--- src/rtl/spi_pkg.sv ---
// Purpose : opcodes and FSM state encoding shared by the SPI burst-RAM slave.
// Latency : n/a, declarations only.
// Backpr. : n/a.
package spi_pkg;

   // 2-bit opcode sent first in every frame, MSB first.
   localparam logic [1:0] OP_WR_ADDR = 2'b00;
   localparam logic [1:0] OP_WR_DATA = 2'b01;
   localparam logic [1:0] OP_RD_ADDR = 2'b10;
   localparam logic [1:0] OP_RD_DATA = 2'b11;

   typedef enum logic [2:0] {
      ST_IDLE    = 3'd0,
      ST_CMD     = 3'd1,
      ST_WR_ADDR = 3'd2,
      ST_WR_DATA = 3'd3,
      ST_RD_ADDR = 3'd4,
      ST_RD_DATA = 3'd5,
      ST_DRAIN   = 3'd6
   } state_t;

endpackage

--- src/rtl/spi_sp_ram.sv ---
// Purpose : single-port RAM, synchronous write, registered read.
// Latency : write lands on the edge with we=1; dout holds mem[addr] one edge later.
// Backpr. : none; one access per cycle, read every cycle.
// Ports   : clk, we (write enable), addr, din (write data), dout (registered read data).
module spi_sp_ram #(
   parameter int DEPTH      = 256,
   parameter int WIDTH      = 8,
   parameter int ADDR_WIDTH = 8
) (
   input  logic                  clk,
   input  logic                  we,
   input  logic [ADDR_WIDTH-1:0] addr,
   input  logic [WIDTH-1:0]      din,
   output logic [WIDTH-1:0]      dout
);

   logic [WIDTH-1:0] mem [DEPTH];

   // Contents are deliberately not reset. Read-during-write returns the old word;
   // the slave never reads the address it is writing.
   always_ff @(posedge clk) begin
      if (we) begin
         mem[addr] <= din;
      end
      dout <= mem[addr];
   end

endmodule

--- src/rtl/spi_slave_burst_ram.sv ---
// Purpose : SPI-framed slave (system-clock sampled) over an internal RAM with auto-incrementing bursts.
// Latency : writes commit on the last bit edge; read MSB appears on MISO 2 edges after the op[0] edge.
// Backpr. : none; host paces the stream, read words stream back-to-back with a 1-word prefetch.
// Ports   : clk, rst (sync, active-high), SS_n (frame select, active-low), MOSI (serial in),
//           MISO (registered serial out), busy (FSM outside IDLE).
module spi_slave_burst_ram
   import spi_pkg::*;
#(
   parameter int ADDR_WIDTH = 8,
   parameter int DATA_WIDTH = 8,
   parameter int MEM_DEPTH  = 2**ADDR_WIDTH
) (
   input  logic clk,
   input  logic rst,
   input  logic SS_n,
   input  logic MOSI,
   output logic MISO,
   output logic busy
);

   localparam int MAXW  = (ADDR_WIDTH > DATA_WIDTH) ? ADDR_WIDTH : DATA_WIDTH;
   localparam int CNT_W = $clog2(MAXW + 1);

   localparam logic [CNT_W-1:0]      ADDR_LAST = CNT_W'(ADDR_WIDTH - 1);
   localparam logic [CNT_W-1:0]      DATA_LAST = CNT_W'(DATA_WIDTH - 1);
   localparam logic [ADDR_WIDTH-1:0] PTR_LAST  = ADDR_WIDTH'(MEM_DEPTH - 1);

   function automatic logic [ADDR_WIDTH-1:0] ptr_inc(input logic [ADDR_WIDTH-1:0] p);
      return (p == PTR_LAST) ? '0 : p + 1'b1;
   endfunction

   // Folds an out-of-range host address back into the populated RAM.
   function automatic logic [ADDR_WIDTH-1:0] ptr_load(input logic [ADDR_WIDTH-1:0] a);
      return ADDR_WIDTH'(32'(a) % 32'(MEM_DEPTH));
   endfunction

   state_t                state_q;
   logic                  op1_q;
   logic [CNT_W-1:0]      cnt_q;
   logic [MAXW-2:0]       rx_q;      // previously received bits; the current MOSI completes rx_d
   logic [MAXW-1:0]       rx_d;
   logic [DATA_WIDTH-1:0] tx_q;
   logic                  tx_vld_q;  // tx_q holds a word (first RD_DATA edge only loads it)
   logic                  miso_q;
   logic [ADDR_WIDTH-1:0] wr_ptr_q;
   logic [ADDR_WIDTH-1:0] rd_ptr_q;

   logic                  ram_we;
   logic [ADDR_WIDTH-1:0] ram_addr;
   logic [DATA_WIDTH-1:0] ram_dout;

   assign rx_d = {rx_q, MOSI};

   // In CMD the RAM reads rd_ptr so a read burst has its first word ready on the next
   // edge; inside RD_DATA it keeps reading rd_ptr+1, which is the prefetch for the
   // word after the one being shifted.
   always_comb begin
      ram_addr = rd_ptr_q;
      if (state_q == ST_WR_DATA) begin
         ram_addr = wr_ptr_q;
      end else if (state_q == ST_RD_DATA) begin
         ram_addr = ptr_inc(rd_ptr_q);
      end
      ram_we = (state_q == ST_WR_DATA) && !SS_n && !rst && (cnt_q == DATA_LAST);
   end

   spi_sp_ram #(
      .DEPTH      (MEM_DEPTH),
      .WIDTH      (DATA_WIDTH),
      .ADDR_WIDTH (ADDR_WIDTH)
   ) u_ram (
      .clk  (clk),
      .we   (ram_we),
      .addr (ram_addr),
      .din  (rx_d[DATA_WIDTH-1:0]),
      .dout (ram_dout)
   );

   always_ff @(posedge clk) begin
      if (rst) begin
         state_q  <= ST_IDLE;
         op1_q    <= 1'b0;
         cnt_q    <= '0;
         rx_q     <= '0;
         tx_q     <= '0;
         tx_vld_q <= 1'b0;
         miso_q   <= 1'b0;
         wr_ptr_q <= '0;
         rd_ptr_q <= '0;
      end else if (SS_n) begin
         // Deselect ends the frame; a partial word dies with the counter.
         state_q  <= ST_IDLE;
         cnt_q    <= '0;
         tx_vld_q <= 1'b0;
         miso_q   <= 1'b0;
      end else begin
         case (state_q)
            ST_IDLE: begin
               op1_q   <= MOSI;
               state_q <= ST_CMD;
            end
            ST_CMD: begin
               cnt_q    <= '0;
               tx_vld_q <= 1'b0;
               case ({op1_q, MOSI})
                  OP_WR_ADDR: state_q <= ST_WR_ADDR;
                  OP_WR_DATA: state_q <= ST_WR_DATA;
                  OP_RD_ADDR: state_q <= ST_RD_ADDR;
                  default:    state_q <= ST_RD_DATA;
               endcase
            end
            ST_WR_ADDR, ST_RD_ADDR: begin
               rx_q <= rx_d[MAXW-2:0];
               if (cnt_q == ADDR_LAST) begin
                  if (state_q == ST_WR_ADDR) begin
                     wr_ptr_q <= ptr_load(rx_d[ADDR_WIDTH-1:0]);
                  end else begin
                     rd_ptr_q <= ptr_load(rx_d[ADDR_WIDTH-1:0]);
                  end
                  state_q <= ST_DRAIN;
               end else begin
                  cnt_q <= cnt_q + 1'b1;
               end
            end
            ST_WR_DATA: begin
               rx_q <= rx_d[MAXW-2:0];
               if (cnt_q == DATA_LAST) begin
                  // The RAM write itself is driven combinationally on this edge.
                  wr_ptr_q <= ptr_inc(wr_ptr_q);
                  cnt_q    <= '0;
               end else begin
                  cnt_q <= cnt_q + 1'b1;
               end
            end
            ST_RD_DATA: begin
               if (!tx_vld_q) begin
                  tx_q     <= ram_dout;
                  tx_vld_q <= 1'b1;
                  cnt_q    <= '0;
                  miso_q   <= 1'b0;
               end else begin
                  miso_q <= tx_q[DATA_WIDTH-1];
                  if (cnt_q == DATA_LAST) begin
                     // Last bit of this word goes out now: swap in the prefetched
                     // word and count this one as delivered.
                     tx_q     <= ram_dout;
                     cnt_q    <= '0;
                     rd_ptr_q <= ptr_inc(rd_ptr_q);
                  end else begin
                     tx_q  <= {tx_q[DATA_WIDTH-2:0], 1'b0};
                     cnt_q <= cnt_q + 1'b1;
                  end
               end
            end
            ST_DRAIN: begin
               // Surplus bits after an address are ignored until deselect.
            end
            default: state_q <= ST_IDLE;
         endcase
      end
   end

   assign MISO = miso_q;
   assign busy = (state_q != ST_IDLE);

endmodule

--- config.mk ---
export PLATFORM = sky130hd
export DESIGN_NAME = spi_slave_burst_ram
export DESIGN_NICKNAME = d
export VERILOG_FILES = /design/src/rtl/spi_pkg.sv /design/src/rtl/spi_sp_ram.sv /design/src/rtl/spi_slave_burst_ram.sv
export SDC_FILE = /design/constraint.sdc
export NUM_CORES = 2
export LEC_CHECK = 0
export ABC_AREA = 1
export BUFFER_PORTS_ARGS = -buffer_cell sky130_fd_sc_hd__buf_4
export CORE_UTILIZATION = 35
export CTS_CLUSTER_SIZE = 24
export DETAILED_ROUTE_END_ITERATION = 8
export PLACE_DENSITY_LB_ADDON = 0.25
export SLEW_MARGIN = 15
export SYNTH_ARGS = -nofsm -noshare
export SYNTH_HDL_FRONTEND = slang
export SYNTH_HIERARCHICAL = 1
export SYNTH_SLANG_ARGS = --single-unit
--- constraint.sdc ---
create_clock -name clk -period 4.1 [get_ports clk]
set_input_delay 0.82 -clock clk [delete_from_list [all_inputs] [get_ports clk]]
set_output_delay 0.82 -clock clk [all_outputs]
set_load 0.02 [all_outputs]
==> impl_metrics.json <==
{
  "grt_overflow_total": 0,
  "clk_pin_slew_ps": 60,
  "max_slew_margin_pct": 25.46,
  "dieHeight_um": 501.2,
  "post-route-drc-count": 0,
  "start_util_pct": 35.33,
  "switchingPower_mw": 18.11,
  "tightest_slew_ps": 1118,
  "synth-seq-cells": 2097,
  "p_int_mw": 38.95,
  "critPathCaptureType": "flip-flop",
  "placed_area_sq_mm": 0.09320,
  "cts_max_level": 4,
  "power_frac_clock_pct": 34.1,
  "finClkSkew_ps": 54.53,
  "syn2layout_area_growth_pct": 14.98,
  "hold_class": "input port to flip-flop",
  "dr.first_iter.drc_count": 5647,
  "cts_tree": "built",
  "first_global_vias": 57342,
  "grt_antenna_before_repair": 14,
  "max_freq_mhz": 249.1,
  "drive_gt1_share_pct": 8.307,
  "leakagePower_nw": 39.79,
  "start_kind": "flip-flop",
  "min_period_ps": 4015,
  "hold_viol": 0,
  "yosysUniqueCellTypes": 33,
  "status": "finished clean",
  "p_comb_share_pct": 21.6,
  "layout_common_cells": "4866 x nand2_1, 2048 x edfxtp_1, 425 x nor2_1",
  "port_buffers": 5,
  "yosys-top-cells-area": "edfxtp_1 71%, nand2_1 21%, nor2_1 1.9%, nand3_1 1.2%, dfxtp_1 1.1%",
  "required_ps": 4840,
  "drtPass1Iterations": 7,
  "clockBufferDepth": 3,
  "grt_max_degree": 145,
  "final_area_sq_mm": 0.1003,
  "vias": 59118,
  "reg2regPathDepth": 19,
  "core_region_area_sq_mm": 0.2468,
  "numCtsBuffers": 218,
  "setup_ws_ps": 85.29,
  "setup_violations": 0,
  "fill_cells": 23782,
  "p_per_area_mw_per_mm2": 569.1,
  "cts.sinks": 2097,
  "cts_root_buf": "clkbuf_16",
  "die_area_sq_mm": 0.2512,
  "ios": 6,
  "synth_top_cell_by_area": "edfxtp_1",
  "drt_wl_total_um": 252300,
  "min_period_over_period_pct": 97.92,
  "via_per_inst": 4.900,
  "rows": 182,
  "seq_power_share_pct": 44.3,
  "cts_hold_buf": 0,
  "preCtsSetupSlack_ps": 51.25,
  "place.gp.congestion": 0.8596,
  "final_nets": 8577,
  "synth.cell_area_sq_mm": 0.08721,
  "syn-instance-count": 8399,
  "synth_top_area_share_pct": 70.52,
  "die_w_um": 501.2,
  "hold_path_end": "wr_ptr_q[1]",
  "cap_violations": 0,
  "clock_latency_ps": 870,
  "ant_nets": 0,
  "avgSynthCellArea_sq_um": 10.38,
  "synth.yosys.seq_area_share_pct": 71.64,
  "slew_violations": 0,
  "yosys_warnings": 6,
  "worstReg2RegStart": "state_q[2]",
  "syn_nets": 8406,
  "setup-tns-final_ps": 0,
  "r2r_end": "u_ram/dout[2]",
  "total_power_mw": 57.06,
  "hpwlAfterDp_um": 149500,
  "crit_fanout": 144,
  "crit_arrival_ps": 4760,
  "wl_per_cell_um": 20.91,
  "max-vdd-ir-drop_mv": 0.4945,
  "layout_commonest_cell": "nand2_1",
  "grt_usage_pct": 19.92,
  "grt_pass1_wl_um": 375500,
  "switching_share_pct": 31.75,
  "worstSetupPathType": "flip-flop to flip-flop",
  "reg2reg_slack_ps": 90,
  "hold_depth": 2,
  "min_from": "rst"
}
[how the worst max path moves through the flow]
stage / from / end / slack, ps / cells after the start
detailed placement: state_q[1] / u_ram/dout[5] / 50 / 19
floorplan: state_q[1] / u_ram/mem[70][0] / 1020 / 13
global placement: state_q[1] / u_ram/dout[7] / 80 / 19
finish: state_q[2] / u_ram/dout[2] / 90 / 19
global route: state_q[2] / u_ram/dout[2] / -8 / 19
CTS: state_q[1] / u_ram/dout[3] / 3 / 19
[stage by stage]
stage	hold WS (ps)	instances	util [%]
floorplan	429.0	8399	-
global placement	435.4	11658	37.76
detailed placement	447.0	11658	37.76
CTS	92.75	12060	40.60
global route	109.2	12065	40.62
finish	145.1	12065	40.62
[sequential cells by signal, indices dropped and copies added, names as in the netlist]
signal / count
cnt_q: 4
rx_q: 7
wr_ptr_q: 8
u_ram/dout: 8
op1_q: 1
tx_vld_q: 1
rd_ptr_q: 8
MISO: 1
state_q: 3
u_ram/mem: 2048
tx_q: 8
[per-layer routing]
layer	track usage [%]	wire length (um)	part of all wire [%]	vias to the layer above
met3	2.745	16550	6.6	356
li1	-	-	-	27951
met5	0	27	0.011	-
met1	27.74	111100	44	28841
met4	5.847	6900	2.7	4
met2	32.29	117700	47	1966
[kinds of logic after synthesis]
kind of cell             synth area share, %
XOR/XNOR                             0.05021
flip-flops                             71.64
adder cells (fa/ha/maj)              0.04305
AND/OR/NAND/NOR                        24.25
AO/OA/AOI/OAI                          1.495
buffers and inverters                  2.519
[cells in the mapped netlist]
cell type and n:
xnor2_1 1, nand3b_1 1, a21oi_1 44, nor2_1 431, buf_4 6, nand3_2 2
o21ai_1 123, a31oi_1 8, ha_1 3, o221ai_1 4, inv_1 65, buf_6 7
xor2_1 4, clkbuf_1 174, nand2_2 4, inv_4 2, dfxtp_1 49, or2_2 2
buf_1 52, nor3_1 3, nand4_1 9, nor2_8 1, o22ai_1 2, edfxtp_1 2048
o211ai_1 2, nand3_1 215, nor3b_1 1, inv_2 6, buf_2 189, nand2_4 1
nor2_2 1, nand2_1 4868, o21ai_0 71
[cell type report]
type,instances,area [sq um],share of cell area (%)
tap,3312,4144,4.133
multi-input combinational,5801,22610,22.55
sequential,2097,62510,62.34
timing repair buffer,379,3674,3.664
antenna,1,2.502,0.002496
clock buffer,278,5773,5.757
clock inverter,124,1249,1.245
inverter,73,307.8,0.3070
[repair_timing]
action                                  CTS  global route
resized for setup                         1             4
endpoints found under the hold margin     0             0
pin swaps                                 0             2
endpoints found under the setup margin    1            32
setup buffers                             0             4
gates cloned                              0             0
[worst max-delay path, cell delays in order, from the launching register on]
cell,delay (ps)
dfxtp_1,450
inv_2,120
nand3_2,110
nand2_2,180
o221ai_4,390
buf_4,190
buf_12,200
nor2_8,70
buf_12,180
nand2_1,210
nand2_1,70
o21ai_1,240
nand2_1,130
o21ai_1,210
nand2_1,220
nor2_1,150
nor2_1,60
nor2_1,110
buf_4,150
nand2_1,60
[power by group through the flow]
stage                     registers, mW  clock network [mW]  logic (mW)
after CTS                          25.3                19.8        12.3
after floorplan                    26.0                   0        6.59
after global routing               25.3                20.6        13.5
after detailed placement           25.7                   0        12.3
after global placement             25.7                   0        12.3
final                              25.3                19.5        12.3
(Power assumes the default switching activity.)
